### src/rtl/regs_wb.sv
// rtl/regs_wb.sv - integer register file (x0..x31) fed by write-back, with retirement tracking
// Optional feature macro REGS_BYPASS_EN: forward same-cycle write data to the read ports.
module regs_wb #(
  parameter int REG_NUM      = 32,
  parameter int RETIRE_CNT_W = 64
) (
  input  logic                    clk,
  input  logic                    rst,
  input  logic [31:0]             inst_i,
  input  logic [31:0]             instaddr_i,
  input  logic                    regs_wen_i,
  input  logic [4:0]              rd_addr_i,
  input  logic [31:0]             rd_data_i,
  input  logic [4:0]              hold_en_i,
  input  logic [4:0]              rs1_addr_i,
  output logic [31:0]             rs1_data_o,
  input  logic [4:0]              rs2_addr_i,
  output logic [31:0]             rs2_data_o,
  output logic [RETIRE_CNT_W-1:0] retire_cnt_o,
  output logic [31:0]             last_pc_o
);

  localparam logic [31:0] INST_NOP = 32'h0000_0013;

  logic [31:0]             regs [REG_NUM];
  logic [RETIRE_CNT_W-1:0] retire_cnt_q;
  logic [31:0]             last_pc_q;
  logic                    wr_hit;
  logic                    retire;
  logic [3:0]              unused_hold;

  // Only the WB hold bit matters here; earlier stages' holds are irrelevant.
  assign unused_hold = hold_en_i[3:0];

  assign wr_hit = regs_wen_i && (rd_addr_i != 5'd0);
  assign retire = !hold_en_i[4] && (inst_i != INST_NOP);

  always_ff @(posedge clk) begin
    if (rst) begin
      for (int i = 0; i < REG_NUM; i++) regs[i] <= '0;
    end else if (wr_hit) begin
      regs[rd_addr_i] <= rd_data_i;
    end
  end

  always_ff @(posedge clk) begin
    if (rst) begin
      retire_cnt_q <= '0;
      last_pc_q    <= '0;
    end else if (retire) begin
      retire_cnt_q <= retire_cnt_q + RETIRE_CNT_W'(1);
      last_pc_q    <= instaddr_i;
    end
  end

  // x0 is forced to zero last so forwarding can never leak onto it.
  always_comb begin
    rs1_data_o = regs[rs1_addr_i];
`ifdef REGS_BYPASS_EN
    if (wr_hit && (rs1_addr_i == rd_addr_i)) rs1_data_o = rd_data_i;
`endif
    if (rs1_addr_i == 5'd0) rs1_data_o = '0;
  end

  always_comb begin
    rs2_data_o = regs[rs2_addr_i];
`ifdef REGS_BYPASS_EN
    if (wr_hit && (rs2_addr_i == rd_addr_i)) rs2_data_o = rd_data_i;
`endif
    if (rs2_addr_i == 5'd0) rs2_data_o = '0;
  end

  assign retire_cnt_o = retire_cnt_q;
  assign last_pc_o    = last_pc_q;

endmodule
### config.mk
export PLATFORM = sky130hd
export DESIGN_NAME = regs_wb
export DESIGN_NICKNAME = d
export VERILOG_FILES = /design/src/rtl/regs_wb.sv
export SDC_FILE = /design/constraint.sdc
export NUM_CORES = 2
export LEC_CHECK = 0
export BUFFER_PORTS_ARGS = -buffer_cell sky130_fd_sc_hd__buf_4
export CAP_MARGIN = 20
export CORE_ASPECT_RATIO = 1.2
export CORE_MARGIN = 2
export CORE_UTILIZATION = 40
export CTS_BUF_LIST = sky130_fd_sc_hd__clkbuf_16
export DETAILED_ROUTE_END_ITERATION = 10
export GPL_ROUTABILITY_DRIVEN = 0
export HOLD_SLACK_MARGIN = 0.08
export PLACE_DENSITY = 0.53
export SLEW_MARGIN = 25
export SYNTH_ARGS = -nofsm -noshare
export SYNTH_HDL_FRONTEND = slang
export SYNTH_SLANG_ARGS = --single-unit
export TNS_END_PERCENT = 50
### constraint.sdc
create_clock -name clk -period 3.7 [get_ports clk]
set_input_delay 0.74 -clock clk [delete_from_list [all_inputs] [get_ports clk]]
set_output_delay 0.74 -clock clk [all_outputs]
set_load 0.01 [all_outputs]
==> impl_metrics.csv <==
group,metric,value,unit
run_status,outcome,"completed",
die,pin_count,279,
worst_setup_path,path_max_fanout,13,
clock_tree,insertion_delay,780,ps
timing,fin_crit,3620,ps
die,start_util,40.3,%
finish,layout-drive-gt1-share,32.6,%
routing,first_iter_violations,3735,
grt,grt_max_degree,116,
clock_tree,cts_sinks,1120,
timing,fin_tns_setup,0,ps
worst_setup_path,start_kind,"input port",
clock_tree,cts.path.max_buffers,3,
worst_setup_path,critPathKind,"input port to output pin",
timing,rsz0062_at_grt,"false",
routing,vias,36329,
power_and_ir_drop,leakage,23.9,nW
timing,final-hold-violation-count,0,
worst_hold_path,min_path_type,"input port to flip-flop",
yosys,synth_top_cells_by_count,"edfxtp_1, and2_1, mux4_2",
clock_tree,post-cts-setup-buffers,0,
grt,grt_pass1_vias,37690,
die,num_rows,153,
die,die_w,353,um
yosys,synth_top_area_cell,"edfxtp_1",
routing,viasPerCell,5.88,
clock_tree,clk_pin_slew,60,ps
placed_design,place_ws,-11.9,ps
grt,grt_usage,27.1,%
timing,clock_skew,40.9,ps
timing,post-route-period-util,97.8,%
timing,max_slew_margin,43.1,%
yosys,post-synth-top-count-cell,"edfxtp_1",
clock_tree,numCtsBuffers,119,
grt,antenna_found_initial,15,
yosys,ys_seq_elements,1120,
yosys,synthFlopType,"edfxtp_1",
finish,synthToLayoutAreaGrowth,16.6,%
timing,tightest_slew,845,ps
yosys,yosys_warnings,0,
timing,slew_viol_final,0,
placed_design,portBuffers,274,
clock_tree,cts_max_level,3,
yosys,synth-seq-area-share,55.9,%
die,die_area,149000,um2
worst_setup_path,cp_data_arrival_time,2880,ps
worst_setup_path,rrSetupSlack,1080,ps
die,core,145000,um2
yosys,syn_area,58500,um2
die,die_h,423,um
grt,grt_pass1_wl,285000,um
routing,wl,202000,um
yosys,syn-mean-instance-area,15.1,um2
timing,setup_ws,81.7,ps
finish,nNetsFinal,4267,
power_and_ir_drop,vdd_drop_max,0.409,mV
yosys,synthTopCellsByArea,"edfxtp_1, mux4_2, and2_1",
worst_setup_path,setup.worst_path.end_class,"output pin",
routing,dr.pass1.iters,5,
timing,setup-violations-final,0,
job,drv_cap,0,
routing,drc,0,
routing,ant_nets,0,
yosys,synth_edf_count,1024,
power_and_ir_drop,p_per_area,436,nW/um2
timing,max_freq,276,MHz
routing,post_drt_wl_per_cell,32.7,um
worst_setup_path,cp.required,2960,ps
yosys,synthArstFlopShare,0,%
clock_tree,cts_root_buf,"clkbuf_16",
yosys,synth_cell_types,45,
power_and_ir_drop,total_power,29.7,mW
yosys,synthCells,3866,
clock_tree,postCtsHoldBufs,0,
yosys,yosysTopAreaCellShare,52.6,%
placed_design,hpwl,125000,um
grt,overflow,0,
clock_tree,cts_tree,"built",
==> per-layer routing <==
metal / global-route usage (%) / vias to the layer above / routed length (um)
met1: 35.5 / 19109 / 79400
met3: 4.68 / 349 / 15400
met2: 45.6 / 1646 / 100000
li1: - / 15219 / -
met4: 9.70 / 6 / 7300
met5: 0 / - / 28
==> report_power, final <==
group | total (mW) | switching, mW | internal (mW) | leakage (nW)
Combinational | 3.88 | 2.03 | 1.85 | 11.5
Sequential | 14.8 | 0.308 | 14.5 | 10.5
Clock | 11.1 | 5.14 | 5.96 | 1.85
==> placed cells by master (no fill, tap or decap), drive strengths merged, types with 77 or more instances in the layout <==
cell type	synthesis	final
dfxtp	96	96
mux4	617	617
o21ai	77	77
clkbuf	277	120
and2	996	996
nor2	111	111
nand2	160	160
buf	108	514
inv	49	92
edfxtp	1024	1024
==> final timing paths <==
path,end,startpoint,depth (start not counted)
hold reg to reg,last_pc_o[22]$_SDFFE_PP0P_,last_pc_o[22]$_SDFFE_PP0P_,2
setup reg to reg,retire_cnt_o[48]$_SDFFE_PP0P_,retire_cnt_o[17]$_SDFFE_PP0P_,6
hold / removal,last_pc_o[30]$_SDFFE_PP0P_,instaddr_i[30],3
setup / recovery,rs1_data_o[21],rs1_addr_i[0],8
==> registers in the layout, summed over array words and instances (netlist names) <==
signal,count
last_pc_o,32
retire_cnt_o,64
regs,1024
==> final cells by class <==
cell class / count / area (um2)
Multi-Input combinational cell: 2343 / 24400
Inverter: 49 / 184
Fill cell: 12624 / 76900
Sequential cell: 1120 / 32700
Timing Repair Buffer: 514 / 4980
Antenna cell: 10 / 25.0
Clock inverter: 90 / 484
Clock buffer: 120 / 3000
Tap cell: 1937 / 2420
==> critical path: stages <==
cell and delay, ps:
buf_12 180, buf_12 210, buf_12 150, mux4_2 530, mux4_2 490, nand2_1 110
o21ai_0 200, buf_4 220
==> cell families after synthesis <==
logic type	share of synthesized area (%)
xor gates and xnor gates	0.689
adders and majority gates	0.0214
muxes	24.7
buffers and inverters	2.99
other	0.00641
DFF	55.9
AOI/OAI and AO/OA	1.33
and+or+nand+nor	14.4
==> stage by stage <==
step	cell area (um2)	hold slack, ps	cells	utilization, %
2_1_floorplan	58600	481	3897	-
3_3_place_gp	64700	444	5964	44.6
5_1_grt	68200	191	6173	47.0
6_report	68200	200	6183	47.0
4_1_cts	68200	156	6174	47.0
3_5_place_dp	64700	447	5964	44.6
==> timing repair <==
item,4_1_cts,5_1_grt
hold endpoints to repair,0,0
gates resized for setup,1,3
endpoints found under the setup margin,1,4
cloned,0,0
(Power assumes the default switching activity.)
